### config.mk
export PLATFORM = sky130hd
export DESIGN_NAME = aurora_frame_check
export DESIGN_NICKNAME = d
export VERILOG_FILES = /design/src/rtl/aurora_pkg.sv /design/src/rtl/aurora_lfsr16.sv /design/src/rtl/aurora_frame_check.sv
export SDC_FILE = /design/constraint.sdc
export NUM_CORES = 1
export LEC_CHECK = 0
export CAP_MARGIN = 20
export CORE_ASPECT_RATIO = 0.6
export CORE_MARGIN = 4
export CORE_UTILIZATION = 56
export CTS_BUF_LIST = sky130_fd_sc_hd__clkbuf_8
export DETAILED_ROUTE_END_ITERATION = 7
export PLACE_DENSITY = 0.92
export SETUP_SLACK_MARGIN = 0.05
export SLEW_MARGIN = 30
export SYNTH_ARGS = -nofsm -noshare
export SYNTH_HDL_FRONTEND = slang
export SYNTH_SLANG_ARGS = --single-unit
### constraint.sdc
create_clock -name USER_CLK -period 2.5 [get_ports USER_CLK]
set_input_delay 0.5 -clock USER_CLK [delete_from_list [all_inputs] [get_ports USER_CLK]]
set_output_delay 0.5 -clock USER_CLK [all_outputs]
set_load 0.02 [all_outputs]
### src/rtl/aurora_pkg.sv
// Definitions shared by the Aurora frame generator and checker.
// Covers the payload LFSR, the checker states and the error-flag bit positions.
package aurora_pkg;

  localparam int HDR_W = 16;

  // Fibonacci x^16+x^15+x^13+x^4+1: feedback taps at bits 15, 14, 12, 3
  localparam logic [15:0] LFSR_TAPS = 16'hD008;

  localparam int ERR_DATA  = 0;
  localparam int ERR_SEQ   = 1;
  localparam int ERR_SHORT = 2;
  localparam int ERR_LONG  = 3;

  typedef enum logic [1:0] {
    ST_IDLE    = 2'd0,
    ST_HDR     = 2'd1,
    ST_PAYLOAD = 2'd2,
    ST_DRAIN   = 2'd3
  } state_t;

  function automatic logic [15:0] lfsr_step(input logic [15:0] v);
    return {v[14:0], ^(v & LFSR_TAPS)};
  endfunction

endpackage

### src/rtl/aurora_lfsr16.sv
// 16-bit payload LFSR with load and advance controls.
// A zero seed is replaced by 1 so the register never reaches the all-zero lock-up state.
module aurora_lfsr16
  import aurora_pkg::*;
(
  input  logic        clk,
  input  logic        rst,
  input  logic        load,
  input  logic [15:0] seed,
  input  logic        advance,
  output logic [15:0] value
);

  always_ff @(posedge clk) begin
    if (rst) begin
      value <= 16'h0000;
    end else if (load) begin
      value <= (seed == 16'h0000) ? 16'h0001 : seed;
    end else if (advance) begin
      value <= lfsr_step(value);
    end
  end

endmodule

### src/rtl/aurora_frame_check.sv
// Aurora RX frame checker: verifies sequence continuity, the LFSR payload and the frame length.
// Also keeps the saturating error count, the sticky error flags and the frame counter.
module aurora_frame_check
  import aurora_pkg::*;
#(
  parameter int          N_LANE      = 1,
  parameter int          FRAME_WORDS = 16,
  parameter logic [15:0] LFSR_XOR    = 16'hA5A5
) (
  input  logic                  USER_CLK,
  input  logic                  RESET,
  input  logic                  CHANNEL_UP,
  input  logic [16*N_LANE-1:0]  RX_TDATA,
  input  logic                  RX_TVALID,
  input  logic                  RX_TLAST,
  output logic [7:0]            ERR_COUNT,
  output logic [3:0]            ERR_FLAGS,
  output logic [31:0]           FRAME_COUNT,
  output logic                  SYNCED
);

  localparam int DATA_W = 16 * N_LANE;
  localparam int BW     = $clog2(FRAME_WORDS);
  localparam logic [BW-1:0] LAST_BEAT = BW'(FRAME_WORDS - 1);

  function automatic logic [7:0] sat_inc8(input logic [7:0] v);
    return (v == 8'hFF) ? v : v + 8'd1;
  endfunction

  state_t              state;
  state_t              next_state;
  logic [HDR_W-1:0]    exp_seq;
  logic [BW-1:0]       beat_cnt;
  logic [3:0]          err_frame;
  logic [15:0]         lfsr_val;

  logic                vld_p0;
  logic                hdr_acc_p0;
  logic                pay_acc_p0;
  logic [HDR_W-1:0]    hdr_seq_p0;
  logic [3:0]          beat_err_p0;
  logic [3:0]          frame_err_p0;
  logic                done_p0;
  logic [DATA_W-1:0]   exp_data_p0;

  // Stage p0: classify the incoming beat against the current state
  assign vld_p0       = RX_TVALID & CHANNEL_UP;
  assign hdr_acc_p0   = vld_p0 && (state == ST_HDR);
  assign pay_acc_p0   = vld_p0 && (state == ST_PAYLOAD);
  assign hdr_seq_p0   = RX_TDATA[HDR_W-1:0];
  assign exp_data_p0  = {N_LANE{lfsr_val}};
  assign frame_err_p0 = err_frame | beat_err_p0;

  aurora_lfsr16 u_lfsr (
    .clk     (USER_CLK),
    .rst     (RESET),
    .load    (hdr_acc_p0),
    .seed    (hdr_seq_p0 ^ LFSR_XOR),
    .advance (pay_acc_p0),
    .value   (lfsr_val)
  );

  always_comb begin
    next_state  = state;
    beat_err_p0 = 4'b0000;
    done_p0     = 1'b0;
    case (state)
      ST_IDLE: begin
        if (CHANNEL_UP) next_state = ST_HDR;
      end
      ST_HDR: begin
        if (vld_p0) begin
          if (SYNCED && (hdr_seq_p0 != exp_seq)) beat_err_p0[ERR_SEQ] = 1'b1;
          if (RX_TLAST) begin
            beat_err_p0[ERR_SHORT] = 1'b1;
            done_p0                = 1'b1;
          end else begin
            next_state = ST_PAYLOAD;
          end
        end
      end
      ST_PAYLOAD: begin
        if (vld_p0) begin
          if (RX_TDATA != exp_data_p0) beat_err_p0[ERR_DATA] = 1'b1;
          if (beat_cnt == LAST_BEAT) begin
            done_p0 = 1'b1;
            if (RX_TLAST) begin
              next_state = ST_HDR;
            end else begin
              beat_err_p0[ERR_LONG] = 1'b1;
              next_state            = ST_DRAIN;
            end
          end else if (RX_TLAST) begin
            beat_err_p0[ERR_SHORT] = 1'b1;
            done_p0                = 1'b1;
            next_state             = ST_HDR;
          end
        end
      end
      ST_DRAIN: begin
        if (vld_p0 && RX_TLAST) next_state = ST_HDR;
      end
      default: next_state = ST_IDLE;
    endcase
    // Losing the channel abandons any partial frame without counting it
    if (!CHANNEL_UP) begin
      next_state = ST_IDLE;
      done_p0    = 1'b0;
    end
  end

  // Stage p1: registered state, per-frame error accumulation and published counters
  always_ff @(posedge USER_CLK) begin
    if (RESET) begin
      state       <= ST_IDLE;
      exp_seq     <= '0;
      beat_cnt    <= '0;
      err_frame   <= 4'b0000;
      ERR_COUNT   <= 8'd0;
      ERR_FLAGS   <= 4'b0000;
      FRAME_COUNT <= 32'd0;
      SYNCED      <= 1'b0;
    end else begin
      state <= next_state;
      if (!CHANNEL_UP) begin
        SYNCED    <= 1'b0;
        err_frame <= 4'b0000;
      end else begin
        if (hdr_acc_p0) begin
          exp_seq  <= hdr_seq_p0 + 16'd1;
          SYNCED   <= 1'b1;
          beat_cnt <= BW'(1);
        end else if (pay_acc_p0) begin
          beat_cnt <= beat_cnt + 1'b1;
        end
        if (done_p0) begin
          FRAME_COUNT <= FRAME_COUNT + 32'd1;
          if (|frame_err_p0) begin
            ERR_COUNT <= sat_inc8(ERR_COUNT);
            ERR_FLAGS <= ERR_FLAGS | frame_err_p0;
          end
          err_frame <= 4'b0000;
        end else begin
          err_frame <= frame_err_p0;
        end
      end
    end
  end

endmodule

==> metrics.md <==
| Metric | Value |
|---|---|
| Standby leakage power | 2.17 nW |
| Overall overflow remaining after global route | 0 |
| Maximum Capacitance Violations | 0 |
| Syn avg cell area | 8.48 sq um |
| Buffer levels on the longest clock path | 2 |
| Distinct cell type count of the synthesized netlist | 49 |
| Worst Setup Path Type | primary input to register |
| Vias per cell | 5.89 |
| Largest net degree at the start of global routing | 57 |
| Antenna violations before repair | 0 |
| Leading post-synthesis cells by instance count | sky130_fd_sc_hd__dfxtp_1, sky130_fd_sc_hd__nor2_1, sky130_fd_sc_hd__nand2_1 |
| Setup Viol. Count Final | 0 |
| Data required time at the worst endpoint | 2.78 ns |
| Setup repair after global routing missed its margin | true |
| Total I/O pin count | 66 |
| Number of buffers added on ports | 65 |
| Number of synthesis warnings | 0 |
| Final routed wire length divided by cell count | 16.6 um |
| Gate count of the mapped netlist | 535 |
| Aggregate negative setup slack | 0 ns |
| FP Rows | 25 |
| Library cell occupying the most area in the post-synthesis netlist | sky130_fd_sc_hd__dfxtp_1 |
| Fraction of final layout cells with drive strength greater than 1 | 14.4% |
| Most frequently used cell type in the post-synthesis netlist | sky130_fd_sc_hd__dfxtp_1 |
| Synth area leaders | sky130_fd_sc_hd__dfxtp_1, sky130_fd_sc_hd__xor2_1, sky130_fd_sc_hd__xnor2_1, sky130_fd_sc_hd__nor2_1, sky130_fd_sc_hd__nand2_1 |
| Outcome | finished clean |
| Startpoint types | primary input |
| Wire length after detailed routing | 12300 um |
| Number of global-route vias before repair | 4182 |
| Wire length of the first global-routing pass | 20500 um |
| Final layout net count | 659 |
| DP Wirelength | 8990 um |
| Detailed-routing iteration count for the pre-antenna-repair pass | 5 |
| Upper clock frequency limit | 0.426 GHz |
| Count of final hold-check violations | 0 |
| Syn_nets | 565 |
| Final Wtd Congestion | 0.963 |
| Overall die area | 9660 sq um |
| Die height | 77.7 um |
| Core region area | 7880 sq um |
| Detail Route Antenna Nets | 0 |
| Capturing element type of the critical path | register |
| ANT cells | 0 |
| Initial Utilization | 57.6% |
| Area overhead of the layout relative to synthesis | 28.8% |
| Post_cts resized | 0 |
| IR drop worst, VDD | 0.239 mV |
| Worst relative slew slack | 61.9% |
| Finished Layout Cells | 741 |
| Clock Skews | 0.0117 ns |
| Post-CTS Setup Bufs | 0 |
| Max Fanout on Critical Path | 6 |
| Final Critical Period | 2.35 ns |
| Transition time of the tightest slew-check pin | 0.571 ns |
| Number of CTS-inserted buffers | 9 |
| Post-route fraction of the period consumed by the critical path | 93.9% |
| CTS H-Tree Depth | 3 |
| Cell area after technology mapping | 4540 sq um |
| DR vias | 4361 |
| Main flop type after synthesis | sky130_fd_sc_hd__dfxtp_1 |
| Clock network latency to the later pin of the worst-skew pair | 0.37 ns |
| Pwr/cell area | 497 nW/um^2 |
| Chip width | 124 um |
| Total global routing track utilization | 25.6% |
| Min-delay worst type | register to register |
| Hold bufs inserted after CTS | 0 |
| Count of flip-flops with a built-in enable after synthesis | 0 |
| Register area share after synthesis | 38.4% |
| DP Cell Count | 726 |
| Post-route worst hold slack | 0.452 ns |
| Count of clock tree sinks | 87 |
| Post-synthesis sequential element count | 87 |
| Arrival @ worst endpoint | 2.63 ns |
| Master cell of the clock root buffer | sky130_fd_sc_hd__clkbuf_8 |
| DRC violations left | 0 |
| Number of max-slew violations in the final report | 0 |
| Async set-or-reset flop fraction in the synthesized netlist | 0% |
| CTS tree | yes |
| Synth top area share | 38.4% |
| Number of DRC violations after detailed-routing iteration 0 | 513 |
| Worst-path clk slew | 0.09 ns |
layout by cell type (no fill, tap or decap), drive strengths merged, types with 2 or more instances in the layout:
master	synthesis	layout
mux2i	4	4
nor4b	3	3
nor4	12	12
inv	8	9
nand3	21	21
buf	12	56
o211ai	6	6
bufinv	0	3
a211oi	15	15
clkdlybuf4s50	0	64
mux2	7	7
and3	14	14
o22ai	2	2
nor2b	9	9
nand4	16	16
nor2	81	81
xnor2	39	39
or3	3	3
ha	9	9
a21oi	22	22
nand2b	6	6
a311oi	8	8
dfxtp	87	87
and4	2	2
nand2	46	46
a2111oi	2	2
or2	3	3
nor3	14	14
clkbuf	25	11
xor2	41	41
o21ai	6	6
flip-flops by register name, indices dropped and copies added, names as in the netlist:
signal,cells
FRAME_COUNT,32
exp_seq,16
u_lfsr.value,16
ERR_COUNT,8
ERR_FLAGS,4
beat_cnt,4
err_frame,4
state,2
SYNCED,1
through the flow:
stage	total power (W)	area, sq um	utilization, %	setup slack, ns
global placement	0.00172	5590	71.0	-0.176
global route	0.00300	5850	74.2	0.0418
finish	0.00290	5850	74.2	0.153
floorplan	0.00161	4540	-	0.276
CTS	0.00291	5840	74.1	0.144
detailed placement	0.00173	5590	71.0	-0.198
final cells by class:
cell class	count	area, sq um
clock buffers	11	151
clock inverters	4	93.8
fillers	525	2040
inverters	8	30.0
multi-input cells	403	2620
flip-flops and latches	87	1740
well taps	108	135
repair buffers	120	1070
power by group:
| group | switching [W] | internal, W |
|---|---|---|
| Sequential | 0.0000167 | 0.00140 |
| Combinational | 0.000157 | 0.000129 |
| Clock | 0.000490 | 0.000710 |
| Total | 0.000664 | 0.00224 |
final timing paths:
kind                             startpoint                   endpoint  slack [ns]  depth (start not counted)
setup / recovery                RX_TDATA[0]   exp_seq[14]$_SDFFE_PP0P_        0.15                          9
hold / removal    ERR_FLAGS[1]$_SDFFE_PP0P_  ERR_FLAGS[1]$_SDFFE_PP0P_        0.45                          2
setup reg to reg      state[0]$_SDFFE_PP0P_  ERR_COUNT[0]$_SDFFE_PP0P_        0.18                          8
hold reg to reg   ERR_FLAGS[1]$_SDFFE_PP0P_  ERR_FLAGS[1]$_SDFFE_PP0P_        0.45                          2
worst max-delay path, stage by stage:
cell and delay [ns]:
sky130_fd_sc_hd__clkdlybuf4s50_1 0.63, sky130_fd_sc_hd__ha_1 0.22, sky130_fd_sc_hd__nand2_1 0.08, sky130_fd_sc_hd__nor4_1 0.41, sky130_fd_sc_hd__buf_4 0.19, sky130_fd_sc_hd__nand3_1 0.10
sky130_fd_sc_hd__nor2_1 0.17, sky130_fd_sc_hd__xnor2_1 0.10, sky130_fd_sc_hd__a211oi_1 0.22
cells by family (layout without fill, tap and decap cells):
| group | Yosys count | in the layout | share of synthesized area, % |
|---|---|---|---|
| buf+inv | 45 | 143 | 3.97 |
| simple gates | 233 | 233 | 25.8 |
| mux | 11 | 11 | 2.62 |
| xor+xnor | 80 | 80 | 15.4 |
| flops | 87 | 87 | 38.4 |
| compound gates | 70 | 70 | 11.3 |
| fa+ha+maj | 9 | 9 | 2.48 |
layer usage:
metal,track usage [%],vias up,share of wire (%)
li1,-,2025,-
met1,34.7,2078,45
met2,39.9,225,45
met3,6.40,33,8.9
met4,8.86,0,2.0
met5,0,-,0
(Power assumes the default switching activity.)
==> RTL change, RTL diff (same flow settings) <==
Make the reset (`RESET` and `rst`) asynchronous in 2 clocked blocks.
--- a/src/rtl/aurora_lfsr16.sv
+++ b/src/rtl/aurora_lfsr16.sv
@@ -12,5 +12,5 @@
 );
 
-  always_ff @(posedge clk) begin
+  always_ff @(posedge clk or posedge rst) begin
     if (rst) begin
       value <= 16'h0000;
--- a/src/rtl/aurora_frame_check.sv
+++ b/src/rtl/aurora_frame_check.sv
@@ -111,5 +111,5 @@
 
   // Stage p1: registered state, per-frame error accumulation and published counters
-  always_ff @(posedge USER_CLK) begin
+  always_ff @(posedge USER_CLK or posedge RESET) begin
     if (RESET) begin
       state       <= ST_IDLE;
Behaviour: differs if RESET is asserted again (counterexample within 4 cycles, from zero or initial values and one cycle with RESET high); with RESET held inactive, the same outputs for 4 cycles.
==> RTL change against the original RTL <==
- global-route usage up 0.75 points
- setup slack about the same
- synthesized area grew 0.58%
- cell area fell by 0.60%
- fmax about the same
- critical path type unchanged
- sequential cell count unchanged
- routed wire length is 0.81% lower
- utilization shrank 0.74 points
- largest cell class unchanged
Power is not compared: it rests on default switching activity, and its combinational part moved more than twofold at a synthesized area within 25%.
==> RTL change: results (changes against the original RTL) <==
status complete, no violations (unchanged); Final Util 0.7344 (was 0.7417); CP arrival 2600 ps (was 2630 ps); dominant cells by area after synthesis dfrtp_1 48%, xor2_1 11%, xnor2_1 6.7% (was dfxtp_1 38%, xor2_1 7.9%, xnor2_1 7.5%); dominant synthesized flop cell dfrtp_1 (was dfxtp_1); Final GP Congestion 0.9636 (was 0.9625); vias per inst 5.826 (was 5.885); NonClk Buf Share 0.1795 (was 0.1832); post-synthesis compound-gate area fraction 0.09896 (was 0.1133); Clock-cell share 0.02734 (was 0.04194); f_max 0.4260 GHz (was 0.4261 GHz); Place WS -209.6 ps (was -197.8 ps); Layout clock buffers 9 (was 11); commonest cells in the synthesized netlist 87 x dfrtp_1, 55 x nand2_1, 55 x xor2_1 (was 87 x dfxtp_1, 81 x nor2_1, 45 x nand2_1); DR iter-0 viols 419 (was 513); sequential cells 87 (unchanged); Die ar. 0.009706 mm² (was 0.009655 mm²); fillers 528 (was 525); met2 Usage GRT 0.3939 (was 0.3992); Non-clock buffers 114 (was 120); share of cells above drive strength 1 0.1224 (was 0.1438); met2 routed WL 5.395 mm (was 5.491 mm); Seq area share 0.3746 (was 0.2981); async set-reset flop share out of synthesis 1.000 (was 0); Nets 596 (was 659); vias in the first global route 4009 (was 4182); Synth Instances 469 (was 535)
==> RTL change: cell count changes after synthesis, sizes merged, moves of 10 or more <==
cell and change:
xor2 +14, a211oi -15, dfrtp +87, o21ai +23
nor2 -49, nor3 -10, dfxtp -87
==> RTL change: power groups by stage <==
stage                     sequential [mW]  clock [mW]  combinational (mW)
after floorplan                      2.03           0               0.745
after global placement               2.05           0                1.15
after detailed placement             2.06           0                1.22
after CTS                            2.04       0.846                1.23
after global routing                 2.09       0.912                1.37
final                                2.05       0.840                1.24
==> RTL change: worst paths after layout <==
path	from	end	cells past startpoint
max	RX_TDATA[7]	ERR_COUNT[1]	7
min	RESET	FRAME_COUNT[7]	2
max in group asynchronous	RESET	exp_seq[6]	3
max reg2reg	state[0]	ERR_COUNT[1]	9
min reg2reg	FRAME_COUNT[31]	FRAME_COUNT[31]	1
min in group USER_CLK	FRAME_COUNT[31]	FRAME_COUNT[31]	1
